$ cat config.mk
export PLATFORM = sky130hd
export DESIGN_NAME = bpb_update_queue
export DESIGN_NICKNAME = d
export VERILOG_FILES = /design/src/rtl/bpb_update_queue.sv
export SDC_FILE = /design/constraint.sdc
export NUM_CORES = 1
export LEC_CHECK = 0
export CAP_MARGIN = 20
export CORE_ASPECT_RATIO = 1.2
export CORE_MARGIN = 4
export CORE_UTILIZATION = 65
export CTS_BUF_LIST = sky130_fd_sc_hd__clkbuf_8
export DETAILED_ROUTE_END_ITERATION = 16
export PLACE_DENSITY = 0.87
export RECOVER_POWER = 25
export SLEW_MARGIN = 20
export SYNTH_ARGS = -nofsm -noshare
export SYNTH_HDL_FRONTEND = slang
export SYNTH_SLANG_ARGS = --single-unit
export TNS_END_PERCENT = 1
$ cat constraint.sdc
create_clock -name clk -period 9.89 [get_ports clk]
set_input_delay 1.978 -clock clk [delete_from_list [all_inputs] [get_ports clk]]
set_output_delay 1.978 -clock clk [all_outputs]
set_load 0.005 [all_outputs]
$ cat src/rtl/bpb_update_queue.sv
// bpb_update_queue
//   In-order queue of branch predictions made at fetch. Each entry remembers
//   which BPB entry predicted the branch ({idx, tag}) and the predicted
//   direction. When execute resolves the oldest branch, the head entry is
//   popped and a registered update is issued to the BPB the following cycle,
//   flagging whether the prediction was wrong. A wrong prediction also raises
//   a one-cycle mispredict and squashes every younger prediction in flight.
//
// Ports
//   clk, reset           rising-edge clock, asynchronous active-high reset
//   stall                freezes all state and masks the update strobes
//   flush                discards all entries (ignored while stalled)
//   push, push_idx,
//   push_tag, push_taken new prediction from fetch
//   resolve,
//   resolve_taken        execute resolved the oldest branch, actual direction
//   upd_wen, upd_idx,
//   upd_tag, upd_taken,
//   upd_mistake          BPB update interface (valid one cycle after resolve)
//   mispredict           redirect request, same timing as upd_mistake
//   full, empty, count   occupancy
//   underflow            sticky: a resolve arrived while the queue was empty
module bpb_update_queue #(
  parameter int DEPTH     = 8,
  parameter int ENTRIES   = 16,
  parameter int TAG_WIDTH = 10,
  localparam int IDX_W    = $clog2(ENTRIES),
  localparam int CNT_W    = $clog2(DEPTH + 1)
) (
  input  logic                 clk,
  input  logic                 reset,
  input  logic                 stall,
  input  logic                 flush,
  input  logic                 push,
  input  logic [IDX_W-1:0]     push_idx,
  input  logic [TAG_WIDTH-1:0] push_tag,
  input  logic                 push_taken,
  input  logic                 resolve,
  input  logic                 resolve_taken,
  output logic                 upd_wen,
  output logic [IDX_W-1:0]     upd_idx,
  output logic [TAG_WIDTH-1:0] upd_tag,
  output logic                 upd_taken,
  output logic                 upd_mistake,
  output logic                 mispredict,
  output logic                 full,
  output logic                 empty,
  output logic [CNT_W-1:0]     count,
  output logic                 underflow
);

  localparam int PTR_W = $clog2(DEPTH);

  logic [IDX_W-1:0]     idx_mem [DEPTH];
  logic [TAG_WIDTH-1:0] tag_mem [DEPTH];
  logic [DEPTH-1:0]     taken_mem;

  logic [PTR_W-1:0] wr_ptr;
  logic [PTR_W-1:0] rd_ptr;
  logic [CNT_W-1:0] cnt;

  logic acc_push_p0;
  logic acc_resolve_p0;
  logic squash_p0;

  logic                 vld_p1;
  logic                 mistake_p1;
  logic [IDX_W-1:0]     idx_p1;
  logic [TAG_WIDTH-1:0] tag_p1;
  logic                 taken_p1;

  // ---- p0: accept decisions against the current head ----
  assign empty = (cnt == '0);
  assign full  = (cnt == CNT_W'(DEPTH));
  assign count = cnt;

  always_comb begin
    acc_resolve_p0 = resolve & ~empty & ~stall & ~flush;
    squash_p0      = acc_resolve_p0 & (taken_mem[rd_ptr] ^ resolve_taken);
    // A full queue still takes a push when the head leaves in the same cycle;
    // a push racing a mispredict is younger than the bad branch and dies.
    acc_push_p0    = push & (~full | acc_resolve_p0) & ~stall & ~flush & ~squash_p0;
  end

  always_ff @(posedge clk or posedge reset) begin
    if (reset) begin
      wr_ptr    <= '0;
      rd_ptr    <= '0;
      cnt       <= '0;
      underflow <= 1'b0;
    end else if (!stall) begin
      if (flush || squash_p0) begin
        // Equalising the pointers empties the ring without touching storage.
        rd_ptr <= wr_ptr;
        cnt    <= '0;
      end else begin
        if (acc_push_p0)    wr_ptr <= wr_ptr + PTR_W'(1);
        if (acc_resolve_p0) rd_ptr <= rd_ptr + PTR_W'(1);
        case ({acc_push_p0, acc_resolve_p0})
          2'b10:   cnt <= cnt + CNT_W'(1);
          2'b01:   cnt <= cnt - CNT_W'(1);
          default: cnt <= cnt;
        endcase
      end
      if (resolve && empty && !flush) underflow <= 1'b1;
    end
  end

  always_ff @(posedge clk) begin
    if (acc_push_p0) begin
      idx_mem[wr_ptr]   <= push_idx;
      tag_mem[wr_ptr]   <= push_tag;
      taken_mem[wr_ptr] <= push_taken;
    end
  end

  // ---- p1: registered BPB update ----
  always_ff @(posedge clk or posedge reset) begin
    if (reset) begin
      vld_p1     <= 1'b0;
      mistake_p1 <= 1'b0;
      idx_p1     <= '0;
      tag_p1     <= '0;
      taken_p1   <= 1'b0;
    end else begin
      vld_p1     <= acc_resolve_p0;
      mistake_p1 <= squash_p0;
      if (acc_resolve_p0) begin
        idx_p1   <= idx_mem[rd_ptr];
        tag_p1   <= tag_mem[rd_ptr];
        taken_p1 <= resolve_taken;
      end
    end
  end

  // Strobes are masked by the live stall; a masked update is not replayed.
  assign upd_wen     = vld_p1 & ~stall;
  assign upd_mistake = mistake_p1 & ~stall;
  assign mispredict  = upd_mistake;
  assign upd_idx     = idx_p1;
  assign upd_tag     = tag_p1;
  assign upd_taken   = taken_p1;

endmodule

==> flow_summary_export.csv <==
group,metric,value,unit
synthesis,synth-main-ff-cell,"edfxtp_1",
timing,finalSetupTns,0,ns
worst_setup_path,crit_type,"in -> out",
cts,path_clk_slew,0.08,ns
cts,cts_tree,"done",
global_route,gr-total-overflow,0,
floorplanning,core-area,8700,sq um
worst_setup_path,r2r_setup_slack,5.88,ns
cells_and_area,nets,404,
pwr,leakagePower,2.43,nW
worst_hold_path,hp-class,"reg -> reg",
floorplanning,dieArea,10700,sq um
timing,worst-slew-pin-transition,1.11,ns
timing,slew_violations,0,
timing,min_period,5.29,ns
pwr,internal_power,1.26,mW
route,drt_iter0_drc,207,
cells_and_area,stdcell_count,507,
placed_design,io_buffer_count,46,
global_route,grt_pass1_vias,3338,
worst_setup_path,r2r-end,"idx_mem[3][0]",
floorplanning,die_w,95.0,um
timing,whs,0.488,ns
pwr,p_sw_share,29.1,%
worst_setup_path,path_cells,"clkdlybuf4s50_1, nor2b_1, clkdlybuf4s50_1",
global_route,grt_pass1_wl,18200,um
worst_setup_path,rr_worst_depth,5,
timing,relSlewSlack,26.0,%
timing,finalHoldViolations,0,
route,drc_errors,0,
route,via_per_inst,6.13,
cts,cts_buffer_depth,2,
worst_setup_path,regToRegStartpoint,"rd_ptr[2]",
timing,rsz0062_at_grt,"false",
cts,clkLatencyLatePin,0.44,ns
timing,skew,0.0122,ns
placed_design,hpwl,7040,um
global_route,antenna_found_initial,0,
run,drv_cap,0,
cts,cts_resized,0,
global_route,grt_usage,24.1,%
cells_and_area,drive_above_1_share,20.3,%
worst_hold_path,min_to,"upd_tag[7]",
floorplanning,ios,47,
route,wirelength,11400,um
timing,fin_crit_sh,53.5,%
cts,numCtsBuffers,17,
timing,max_freq,189,MHz
cts,cts.sinks,148,
pwr,combPwrFrac,27.9,%
synthesis,syn_avg_cell_area,18.2,sq um
timing,setup_viol_count_final,0,
pwr,ir_drop,0.000145,V
pwr,clkPwrFrac,25.9,%
global_route,grt_start_max_net_pins,34,
synthesis,syn_area,5910,sq um
worst_setup_path,critPathMostFrequentCell,"clkdlybuf4s50_1",
synthesis,synth_async_sr_flop_share,18.9,%
cts,cts_max_level,4,
floorplanning,die_h,112,um
worst_hold_path,holdPathStages,2,
route,num_vias,3107,
route,first_pass_iters,4,
cts,clock-root-buffer,"clkbuf_8",
placed_design,gp_congestion,0.776,
synthesis,yosys_warnings,0,
worst_setup_path,end_kind,"output port",
worst_setup_path,worstPathMaxFanout,7,
route,wl_per_cell,22.5,um
outcome,status,"completed",
cts,post_cts_buffers,0,
worst_setup_path,critPathRequiredTime,7.91,ns
synthesis,syn_nets,351,
pwr,seq_power_share,46.2,%
worst_setup_path,startpoint_type,"input port",
worst_setup_path,max_stage_delay,0.58,ns
worst_setup_path,arrival,3.31,ns
synthesis,synth_edf_count,120,
worst_hold_path,min-delay-start,"upd_tag[7]",
synthesis,ys_ff_latch,148,
worst_setup_path,cpMaxStageDelayCell,"clkdlybuf4s50_1",
synthesis,ys_types,39,
cts,hold_buffers,0,
floorplanning,rows,37,
pwr,power_density,258,nW/um^2
cells_and_area,final_core_util,79.4,%
synthesis,synth-seq-area-share,72.9,%
pwr,p_sw,0.519,mW
floorplanning,start_util,67.9,%
cells_and_area,syn2layout_area_growth,17.0,%
placed_design,place_inst,475,
synthesis,syn_inst,324,
route,final_antenna_net_count,0,
cells_and_area,antennaDiodeCount,0,
==> through the flow <==
| stage | power [mW] | setup slack, ns | area (sq um) |
|---|---|---|---|
| floorplan | 1.14 | 5.43 | 5910 |
| global placement | 1.31 | 4.74 | 6510 |
| detailed placement | 1.34 | 4.62 | 6510 |
| CTS | 1.80 | 4.62 | 6910 |
| global route | 1.88 | 4.55 | 6910 |
| finish | 1.78 | 4.60 | 6910 |
==> state kept, by name (all words and copies together), names as in the netlist <==
name / cells
mistake_p1: 1
rd_ptr: 3
underflow: 1
tag_mem: 80
taken_mem: 8
upd_taken: 1
wr_ptr: 3
upd_idx: 4
idx_mem: 32
upd_tag: 10
count: 4
vld_p1: 1
==> worst max-delay path, delay by kind of cell <==
family / cells / cell delay [ns]
buffers and inverters: 2 / 1.08
and+or+nand+nor: 1 / 0.25
==> cells in the final DEF, fill, tap and decap left out, drive strengths merged, types with 9 or more instances in the layout <==
cell type and instances:
nor2 11, clkbuf 17, edfxtp 120, dfrtp 28, clkdlybuf4s50 35, o21ai 15, nand3 9, nand2 20
mux4 31, clkinv 9, inv 11, mux2i 18, dlygate4sd3 11
==> layer usage <==
layer	share of wire, %	GRT usage, %	wire length [um]	up-vias
met3	4.8	5.50	548	18
li1	-	-	-	1378
met5	0	0	0	-
met4	1.8	11.4	209	0
met2	55	40.2	6260	98
met1	39	29.7	4410	1613
==> power by group through the flow <==
stage | clock, mW | combinational [mW] | sequential [mW]
2_1_floorplan | 0 | 0.336 | 0.799
3_3_place_gp | 0 | 0.483 | 0.828
3_5_place_dp | 0 | 0.500 | 0.835
4_1_cts | 0.470 | 0.506 | 0.823
5_1_grt | 0.501 | 0.546 | 0.831
6_report | 0.462 | 0.497 | 0.823
==> worst max-delay path by stage <==
stage                     start             to  slack, ns
after floorplan           flush  idx_mem[1][0]       5.43
after global placement    stall    upd_mistake       4.74
after detailed placement  stall    upd_mistake       4.62
after CTS                 stall    upd_mistake       4.62
after global routing      stall    upd_mistake       4.55
final                     stall    upd_mistake       4.60
==> area by class of cell <==
type                            count  area, sq um
Timing Repair Buffer               49          483
Inverter                           10         37.5
Clock buffer                       17          234
Fill cell                         496         1790
Multi-Input combinational cell    151         1540
Sequential cell                   148         4310
Tap cell                          117          146
Clock inverter                     15          166
==> kinds of logic after synthesis <==
| family | after synthesis | synth area share (%) |
|---|---|---|
| and+or+nand+nor | 59 | 4.91 |
| DFF | 148 | 72.9 |
| buffers and inverters | 25 | 1.76 |
| muxes | 51 | 15.3 |
| xor gates and xnor gates | 4 | 0.593 |
| AOI/OAI and AO/OA | 32 | 3.39 |
| adders and majority gates | 5 | 1.19 |
==> cell usage after synthesis (all sizes together) (2+ instances only) <==
master	count	area [sq um]
o21ai	15	75.1
a31oi	3	18.8
o211ai	2	15.0
nor2b	3	18.8
clkbuf	8	30.0
nand3	9	45.0
inv	10	37.5
nor2	11	41.3
a21o	3	22.5
buf	7	36.3
nand3b	2	15.0
xor2	2	17.5
nor3b	2	15.0
xnor2	2	17.5
nor3	3	15.0
o21bai	2	15.0
ha	4	50.1
dfrtp	28	701
mux4	31	698
a21oi	2	10.0
nand2	20	75.1
mux2	2	22.5
edfxtp	120	3600
mux2i	18	184
or4	2	15.0
nand2b	4	25.0
Power figures use the tool's default switching activity.
